## src/rtl/score_pkg.sv

```systemverilog
// Shared definitions for the score display: 7-segment glyphs and FSM states.
package score_pkg;

    typedef enum logic [1:0] {
        IDLE  = 2'd0,
        SHIFT = 2'd1,
        LOAD  = 2'd2
    } state_t;

    localparam logic [6:0] SEG_BLANK = 7'h7F;

    // Active-low segments {g,f,e,d,c,b,a}
    function automatic logic [6:0] seg7_encode(input logic [3:0] digit);
        logic [6:0] seg;
        case (digit)
            4'd0:    seg = 7'h40;
            4'd1:    seg = 7'h79;
            4'd2:    seg = 7'h24;
            4'd3:    seg = 7'h30;
            4'd4:    seg = 7'h19;
            4'd5:    seg = 7'h12;
            4'd6:    seg = 7'h02;
            4'd7:    seg = 7'h78;
            4'd8:    seg = 7'h00;
            4'd9:    seg = 7'h10;
            default: seg = SEG_BLANK;
        endcase
        return seg;
    endfunction

endpackage

```

## src/rtl/bin2bcd_seq.sv

```systemverilog
// Sequential double-dabble converter: one bit per cycle, done pulses one cycle
// after the last shift.
module bin2bcd_seq #(
    parameter int SCORE_W = 14,
    parameter int BCD_W   = 20
) (
    input  logic               clk2,
    input  logic               reset,
    input  logic               start,
    input  logic [SCORE_W-1:0] score,
    output logic [BCD_W-1:0]   bcd,
    output logic               done
);

    localparam int CNT_W    = $clog2(SCORE_W + 1);
    localparam int NIBBLES  = BCD_W / 4;

    logic [SCORE_W-1:0] r_bin;
    logic [BCD_W-1:0]   r_bcd;
    logic [CNT_W-1:0]   r_cnt;
    logic               r_active;
    logic               r_done;
    logic [BCD_W-1:0]   w_adj;

    genvar gi;
    generate
        for (gi = 0; gi < NIBBLES; gi++) begin : g_adj
            assign w_adj[4*gi +: 4] = (r_bcd[4*gi +: 4] >= 4'd5) ? (r_bcd[4*gi +: 4] + 4'd3)
                                                                : r_bcd[4*gi +: 4];
        end
    endgenerate

    always_ff @(posedge clk2) begin
        if (reset) begin
            r_bin    <= '0;
            r_bcd    <= '0;
            r_cnt    <= '0;
            r_active <= 1'b0;
            r_done   <= 1'b0;
        end else begin
            r_done <= 1'b0;
            if (start) begin
                r_bin    <= score;
                r_bcd    <= '0;
                r_cnt    <= '0;
                r_active <= 1'b1;
            end else if (r_active) begin
                {r_bcd, r_bin} <= {w_adj[BCD_W-2:0], r_bin, 1'b0};
                r_cnt          <= r_cnt + 1'b1;
                if (r_cnt == CNT_W'(SCORE_W - 1)) begin
                    r_active <= 1'b0;
                    r_done   <= 1'b1;
                end
            end
        end
    end

    assign bcd  = r_bcd;
    assign done = r_done;

endmodule

```

## src/rtl/score_display_ctrl.sv

```systemverilog
// Score display driver: converts the score to BCD for the 7-segment digits and
// scans a dot matrix showing a fill-level bar of the last captured score.
module score_display_ctrl
    import score_pkg::*;
#(
    parameter int SCORE_W    = 14,
    parameter int NUM_DIGITS = 4,
    parameter int ROWS       = 8,
    parameter int COLS       = 8,
    parameter int BAR_SHIFT  = 7
) (
    input  logic                    clk2,
    input  logic                    reset,
    input  logic [SCORE_W-1:0]      score,
    input  logic                    blank_lz,
    output logic [7*NUM_DIGITS-1:0] seven,
    output logic [ROWS-1:0]         dot_row,
    output logic [COLS-1:0]         dot_col,
    output logic                    busy,
    output logic                    overflow
);

    localparam int BCD_W   = 4*NUM_DIGITS + 4;
    localparam int LIT_MAX = ROWS * COLS;
    localparam int LIT_W   = $clog2(LIT_MAX + 1);
    localparam int PART_W  = $clog2(COLS);
    localparam int FULL_W  = LIT_W - PART_W;
    localparam int ROW_W   = (ROWS > 1) ? $clog2(ROWS) : 1;

    state_t                  r_state;
    logic [SCORE_W-1:0]      r_last_score;
    logic                    r_last_valid;
    logic [7*NUM_DIGITS-1:0] r_seven;
    logic                    r_overflow;
    logic                    r_busy;
    logic [ROW_W-1:0]        r_row_cnt;
    logic [ROWS-1:0]         r_dot_row;
    logic [COLS-1:0]         r_dot_col;

    logic                    w_start;
    logic                    w_done;
    logic [BCD_W-1:0]        w_bcd;
    logic                    w_ovf;
    logic [7*NUM_DIGITS-1:0] w_seven_next;
    logic [NUM_DIGITS:1]     w_nz_from;

    assign w_start = (r_state == IDLE) && (!r_last_valid || (score != r_last_score));

    bin2bcd_seq #(
        .SCORE_W (SCORE_W),
        .BCD_W   (BCD_W)
    ) u_bin2bcd (
        .clk2  (clk2),
        .reset (reset),
        .start (w_start),
        .score (score),
        .bcd   (w_bcd),
        .done  (w_done)
    );

    // Anything left in the guard nibble means the score needs more digits.
    assign w_ovf = |w_bcd[BCD_W-1:4*NUM_DIGITS];
    assign w_nz_from[NUM_DIGITS] = 1'b0;

    genvar gi;
    generate
        for (gi = 0; gi < NUM_DIGITS; gi++) begin : g_digit
            logic [3:0] w_digit;
            logic       w_blank;
            assign w_digit = w_bcd[4*gi +: 4];
            if (gi == 0) begin : g_ones
                assign w_blank = 1'b0;
            end else begin : g_upper
                assign w_nz_from[gi] = (w_digit != 4'd0) | w_nz_from[gi+1];
                assign w_blank       = blank_lz & ~w_nz_from[gi];
            end
            assign w_seven_next[7*gi +: 7] = w_ovf   ? seg7_encode(4'd9) :
                                             w_blank ? SEG_BLANK         :
                                                       seg7_encode(w_digit);
        end
    endgenerate

    always_ff @(posedge clk2) begin
        if (reset) begin
            r_state      <= IDLE;
            r_last_score <= '0;
            r_last_valid <= 1'b0;
            r_seven      <= '1;
            r_overflow   <= 1'b0;
            r_busy       <= 1'b0;
        end else begin
            unique case (r_state)
                IDLE: begin
                    if (w_start) begin
                        r_last_score <= score;
                        r_last_valid <= 1'b1;
                        r_busy       <= 1'b1;
                        r_state      <= SHIFT;
                    end
                end
                SHIFT: begin
                    if (w_done) begin
                        r_state <= LOAD;
                    end
                end
                LOAD: begin
                    r_seven    <= w_seven_next;
                    r_overflow <= w_ovf;
                    r_busy     <= 1'b0;
                    r_state    <= IDLE;
                end
                default: r_state <= IDLE;
            endcase
        end
    end

    // Bar geometry from the last captured score, clamped to the matrix size.
    logic [SCORE_W-1:0] w_lit_raw;
    logic [LIT_W-1:0]   w_lit;
    logic [FULL_W-1:0]  w_full;
    logic [PART_W-1:0]  w_part;
    logic [COLS-1:0]    w_part_mask;
    logic [ROWS-1:0]    w_row_sel;
    logic [FULL_W-1:0]  w_row_ext;

    assign w_lit_raw   = r_last_score >> BAR_SHIFT;
    assign w_lit       = (w_lit_raw > SCORE_W'(LIT_MAX)) ? LIT_W'(LIT_MAX) : w_lit_raw[LIT_W-1:0];
    assign w_full      = w_lit[LIT_W-1:PART_W];
    assign w_part      = w_lit[PART_W-1:0];
    assign w_part_mask = ~({COLS{1'b1}} >> w_part);
    assign w_row_ext   = FULL_W'(r_row_cnt);

    generate
        for (gi = 0; gi < ROWS; gi++) begin : g_row_sel
            assign w_row_sel[gi] = (r_row_cnt != ROW_W'(ROWS - 1 - gi));
        end
    endgenerate

    always_ff @(posedge clk2) begin
        if (reset) begin
            r_row_cnt <= '0;
            r_dot_row <= '1;
            r_dot_col <= '0;
        end else begin
            r_row_cnt <= (r_row_cnt == ROW_W'(ROWS - 1)) ? '0 : r_row_cnt + 1'b1;
            r_dot_row <= w_row_sel;
            if (w_row_ext < w_full) begin
                r_dot_col <= '1;
            end else if (w_row_ext == w_full) begin
                r_dot_col <= w_part_mask;
            end else begin
                r_dot_col <= '0;
            end
        end
    end

    assign seven    = r_seven;
    assign overflow = r_overflow;
    assign busy     = r_busy;
    assign dot_row  = r_dot_row;
    assign dot_col  = r_dot_col;

endmodule

```

## config.mk

```make
export PLATFORM = sky130hd
export DESIGN_NAME = score_display_ctrl
export DESIGN_NICKNAME = d
export VERILOG_FILES = /design/src/rtl/score_pkg.sv /design/src/rtl/bin2bcd_seq.sv /design/src/rtl/score_display_ctrl.sv
export SDC_FILE = /design/constraint.sdc
export NUM_CORES = 1
export LEC_CHECK = 0
export ABC_CLOCK_PERIOD_IN_PS = 2890
export CAP_MARGIN = 5
export CORE_ASPECT_RATIO = 0.8
export CORE_UTILIZATION = 55
export DETAILED_ROUTE_END_ITERATION = 8
export DONT_BUFFER_PORTS = 1
export PLACE_DENSITY = 0.73
export SETUP_SLACK_MARGIN = 0.1
export SLEW_MARGIN = 20
export SYNTH_ARGS = -nofsm -noshare
export SYNTH_HDL_FRONTEND = slang
export SYNTH_HIERARCHICAL = 1
export SYNTH_SLANG_ARGS = --single-unit
```

## constraint.sdc

```tcl
create_clock -name clk2 -period 2.89 [get_ports clk2]
set_clock_uncertainty 0.2 [all_clocks]
set_input_delay 0.1445 -clock clk2 [delete_from_list [all_inputs] [get_ports clk2]]
set_output_delay 0.1445 -clock clk2 [all_outputs]
set_load 0.005 [all_outputs]
```

; ---- Yosys cells after proc, flatten, opt, wreduce, memory -nomap -nowiden
; Memory sizes are Yosys's and may differ from the RTL's. A register that Yosys moved wholly into a read port is not among the register bits.
; Cells that the tools add are included.
[word_totals]
register_bits = 106
romBits = 448
word_cells = 109
input_bits = 17
n_memories = 4
out_inout_bits = 46
[op_classes]
n_eq_ne = 15
bitwise = 10
n_addsub = 7
reduce_logical = 17
shift = 1
magnitude_cmp = 7
mux = 34
[mem_list]
columns = name, depth, width, rd, rd_clocked_by_memory_dff, write_ports, line_no
row1 = (name not given), 16, 7, 1, 1, 0, score_pkg.sv:15  ; case (digit)
row2 = (name not given), 16, 7, 1, 1, 0, score_pkg.sv:15
row3 = (name not given), 16, 7, 1, 1, 0, score_pkg.sv:15
row4 = (name not given), 16, 7, 1, 1, 0, score_pkg.sv:15
[op_table]
columns = op, count
row1 = $mux 7, 8
row2 = $mux 4, 12
row3 = $mux 14, 2
row4 = $ge 4x3->1 const B, 5
row5 = $add 4x2->4 const B, 4
row6 = $mux 8, 2
row7 = $ne 14x14->1, 1
row8 = $ne 3x3->1 const B, 4
row9 = $reduce_bool 4->1, 3
row10 = $not 8->8, 1
row11 = $shr 8x3->8 const A, 1
row12 = $gt 7x7->1 const B, 1
row13 = $ne 3x2->1 const B, 2
row14 = $reduce_and 2->1, 3
row15 = $mux 1, 5
row16 = $add 4x1->4 const B, 1
row17 = $eq 3x4->1, 1
row18 = $eq 4x4->1 const B, 1
row19 = $lt 3x4->1, 1
row20 = $mux 2, 2
row21 = $ne 2x1->1 const B, 2
row22 = $not 1->1, 4
row23 = $pmux 2 s2, 1
row24 = $reduce_bool 2->1, 2
row25 = other kinds (18), 22

; ---- Logic depth before layout (Yosys ltp)
[depth]
ltp_word = 7
depth_mapped = 12
depth_no_buf = 7

; ---- Hierarchy
; Netlist, hierarchy kept.
[by_module_without_submodules]
columns = mod, instances, cells_each, area_each_um2, seq_area_each_um2
row1 = score_display_ctrl, 1, 390, 3400.8, 1321.3
row2 = bin2bcd_seq, 1, 255, 2247.2, 800.8

; ---- Worst setup path before layout
; No wires, ideal clock.
[synth_timing]
path_kind = flip-flop to flip-flop
start = reg r_last_score[8]
end = reg u_bin2bcd.r_bcd[5], in the netlist u_bin2bcd/bcd[5]
t_arrival_ps = 2511
setup_time_ps = 79
n_path_buf = 5
t_required_ps = 2611
synth_period_minus_slack_ps = 2790
slack_ps = 100
path_stages_with_launch = 13
path_cell_list = dfxtp_1 -> xnor2_1 -> nand4_1 -> or4_4 -> buf_6 -> and2_4 -> buf_6 -> buf_12 -> buf_6 -> or2_4 -> buf_6 -> or3_1 -> o211ai_1
[synth_between]
elab_chain_cells = 4
[synth_rtl]
columns = element, line_no
row1 = from (decl), score_display_ctrl.sv:31  ; logic [SCORE_W-1:0] r_last_score;
row2 = from (signal assigned), score_display_ctrl.sv:95  ; r_last_score <= score;
row3 = $ne 14x14->1, score_display_ctrl.sv:47  ; assign w_start = (r_state == IDLE) && (!r_last_valid || (score != r_last_score));
row4 = $logic_or 1x1->1, score_display_ctrl.sv:47
row5 = $logic_and 1x1->1, score_display_ctrl.sv:47
row6 = named net w_start, score_display_ctrl.sv:40  ; logic w_start;
row7 = $reduce_or 2->1 (no source line), --
row8 = to (signal assigned), bin2bcd_seq.sv:48  ; {r_bcd, r_bin} <= {w_adj[BCD_W-2:0], r_bin, 1'b0};
row9 = to (decl), bin2bcd_seq.sv:19  ; logic [BCD_W-1:0] r_bcd;
; The timed path passes the listed nets, and every way through them passes these cells.
; A chain may end at the register's enable or synchronous reset.

; ---- Worst setup path after layout
[layout_timing]
start = reg r_last_score[5]
end = reg u_bin2bcd.r_bcd[1], in the netlist u_bin2bcd/bcd[1]
[layout_between]
elab_chain_cells = 4
[layout_rtl]
columns = element, line_no
row1 = $ne 14x14->1, score_display_ctrl.sv:47
row2 = $logic_or 1x1->1, score_display_ctrl.sv:47
row3 = $logic_and 1x1->1, score_display_ctrl.sv:47
row4 = $reduce_or 2->1 (no source line), --
; No other way between the ends.

==> flow_metrics.py <==
metrics = {
    "synth": {
        "netlist_instances": 645,
        "synth_ff_type": "dfxtp_1",
        "synth_fp_nets": 701,
        "synth_edf_count": 0,
        "async_flop_share": 0,
        "synth_seq_cells": 106,
        "yosysWarningCount": 6,
        "syn_area_um2": 5650,
        "avgSynthCellArea_um2": 8.76,
        "synthDistinctLibCells": 54,
        "yosysSeqAreaShare": 0.376,
    },
    "setup_path": {
        "reg2reg_slack_ps": 280,
        "path_max_fanout": 22,
        "r2r_cells": 7,
        "r2r-start": "r_last_score[5]",
        "critPathCapture": "u_bin2bcd/bcd[1]",
        "startpoint": "r_last_score[5]",
        "end_kind": "register",
        "startpoint_type": "register",
        "r2r_end": "u_bin2bcd/bcd[1]",
        "required_ps": 2960,
        "critPathArrivalTime_ps": 2680,
        "critPathKind": "reg -> reg",
    },
    "cts": {
        "clk_latency_ps": 350,
        "cts_resized": 0,
        "h-tree-depth": 3,
        "clock-sinks": 106,
        "cts_root_buffer": "clkbuf_16",
        "cts_buffers": 9,
        "cts.path.max_buffers": 2,
        "cts_tree": "done",
        "clk_pin_slew_ps": 80,
    },
    "place": {
        "place_congestion": 0.855,
        "place_hpwl_mm": 8.10,
        "portBuffers": 0,
        "placed_area_um2": 5690,
        "dp.cells": 752,
        "pre_cts_ws_ps": 314,
    },
    "global_route": {
        "grt_max_degree": 89,
        "grt.total_usage": 0.248,
        "grt.overflow.total": 0,
        "use_met2": 0.374,
        "grt.met3_usage": 0.0687,
        "grt_pass1_wl_mm": 20.6,
        "grt-busiest-layer": "met2",
        "grt_pass1_vias": 4082,
        "use_met1": 0.342,
        "antenna_found_initial": 0,
    },
    "finish": {
        "drive_above_1_share": 0.102,
        "final_nets": 700,
        "n_antenna_cell": 0,
        "fillers": 813,
        "areaGrowthSynthToFinish_pct": 9.42,
        "finalNonFillerCells": 785,
        "final_area_um2": 6180,
    },
    "timing": {
        "fin_crit_ps": 2610,
        "fin_crit_sh": 0.904,
        "rsz0062_at_grt": "no",
        "timing.hold.ws_ps": 80.3,
        "worst_pin_slew_ps": 665,
        "setup_viol": 0,
        "setup_tns_ps": 0,
        "final.setup.worst_slack_ps": 278,
        "hold_violations": 0,
        "max_freq_mhz": 383,
        "max_slew_margin": 0.556,
        "slew_viol_final": 0,
    },
    "power": {
        "combPwrFrac": 0.106,
        "swShare": 0.247,
        "leakagePower_nw": 2.25,
        "p_sw_w": 0.000779,
        "seqPwrFrac": 0.502,
        "power_density_nw_per_um2": 510,
        "vdd_drop_max_mv": 0.363,
        "internal-power_w": 0.00238,
        "p_clk_frac": 0.392,
    },
    "detailed_routing": {
        "wl_mm": 12.7,
        "drcViolationCount": 0,
        "vias": 4599,
        "drt_first_iter_violations": 343,
        "firstDrtPassIters": 5,
        "post_drt_via_cell_ratio": 5.86,
        "antenna_left": 0,
        "post_drt_wl_per_cell_um": 16.2,
    },
    "floorplan": {
        "core_um2": 9810,
        "rows": 32,
        "die_h_um": 92.6,
        "initial_utilization": 0.576,
        "dieArea_um2": 10700,
        "io_pins": 63,
        "fp.dieW_um": 115,
    },
    "status": {
        "status": "complete, no violations",
    },
    "job": {
        "drv_cap": 0,
    },
    "min_path": {
        "hold_path.class": "in -> reg",
    },
}
[cells by family after synthesis]
group,count (synthesis),synth area share
AND/OR/NAND/NOR,211,0.204
AO/OA/AOI/OAI,161,0.185
flip-flops,106,0.376
buffers and inverters,81,0.0669
adder cells (fa/ha/maj),39,0.0864
multiplexers,28,0.0525
XOR/XNOR,19,0.0295
[cell type report]
cell class,instances,area [um^2],area share
multi-input combinational,458,3150,0.509
sequential,106,2120,0.344
timing repair buffer,28,283,0.0458
clock buffer,10,239,0.0387
tap,136,170,0.0275
inverter,41,154,0.0249
clock inverter,6,62.6,0.0101
[routing by layer]
| metal | share of wire | vias to the layer above | wire [um] |
|---|---|---|---|
| li1 | - | 2276 | - |
| met1 | 0.48 | 2151 | 6080 |
| met2 | 0.44 | 155 | 5640 |
| met3 | 0.060 | 17 | 760 |
| met4 | 0.016 | 0 | 200 |
| met5 | 0 | - | 0 |
[critical path, cell delays in order (launching register included)]
cell,delay [ps]
dfxtp_1,340
xnor2_1,230
nand4_1,140
or4_4,640
and2_4,220
or2_4,340
or3_1,340
o211ai_1,80
[cell usage in the layout (no fill, tap or decap), drive strengths merged, types with 5 or more instances in the layout]
cell and n:
nand2b 28, or4 6, nand2 38, ha 39, a221o 9, inv 43, mux2i 15, o21ai 53
a2111o 6, nor2 54, o21a 5, buf 12, or3 5, clkbuf 10, nor2b 8, or2 6
a31oi 12, nand3 16, o21bai 5, xnor2 17, nand4b 19, mux2 13, a21oi 43, nor3 10
nand4 6, dlygate4sd3 16, dfxtp 106, o211ai 8
[power groups by stage]
| stage | registers (W) | clock network, W | logic [W] |
|---|---|---|---|
| after global placement | 0.00161 | 0 | 0.000275 |
| after detailed placement | 0.00161 | 0 | 0.000284 |
| after global routing | 0.00159 | 0.00133 | 0.000376 |
| after CTS | 0.00158 | 0.00125 | 0.000332 |
| final | 0.00158 | 0.00124 | 0.000335 |
| after floorplan | 0.00159 | 0 | 0.000268 |
[sequential cells by signal, indices dropped and copies added, names as in the netlist, 2 cells and up]
| signal | cells |
|---|---|
| seven | 28 |
| u_bin2bcd/bcd | 20 |
| r_last_score | 14 |
| u_bin2bcd/r_bin | 14 |
| dot_col | 8 |
| dot_row | 8 |
| u_bin2bcd/r_cnt | 4 |
| r_row_cnt | 3 |
| r_state | 2 |
[synthesized netlist by cell type, types with 15 or more instances]
cell	instances	share of area
a21oi_1	43	0.038
clkbuf_1	23	0.015
dfxtp_1	106	0.38
ha_1	39	0.086
inv_1	41	0.027
mux2i_1	15	0.027
nand2_1	38	0.025
nand2b_1	28	0.031
nand3_1	16	0.014
nand4b_1	19	0.029
nor2_1	54	0.036
o21ai_0	41	0.036
xnor2_1	17	0.026
[worst min path at each step]
stage                         from                 end  cells past startpoint
after CTS                 blank_lz           seven[26]                      4
after global placement       reset  u_bin2bcd/r_active                      1
final                     blank_lz           seven[26]                      4
after floorplan           score[0]  u_bin2bcd/r_bin[0]                      2
after global routing      blank_lz           seven[26]                      4
after detailed placement     reset  u_bin2bcd/r_active                      1
[metrics by stage]
stage,total power (W),util
floorplan,0.00186,-
global placement,0.00188,0.580
detailed placement,0.00190,0.580
CTS,0.00317,0.630
global route,0.00330,0.630
finish,0.00315,0.630
[what timing repair did]
item	CTS	global route
endpoints found under the hold margin	100	0
hold buffers	17	0
setup buffers	0	0
No activity file was read; power rests on OpenSTA's default activity.
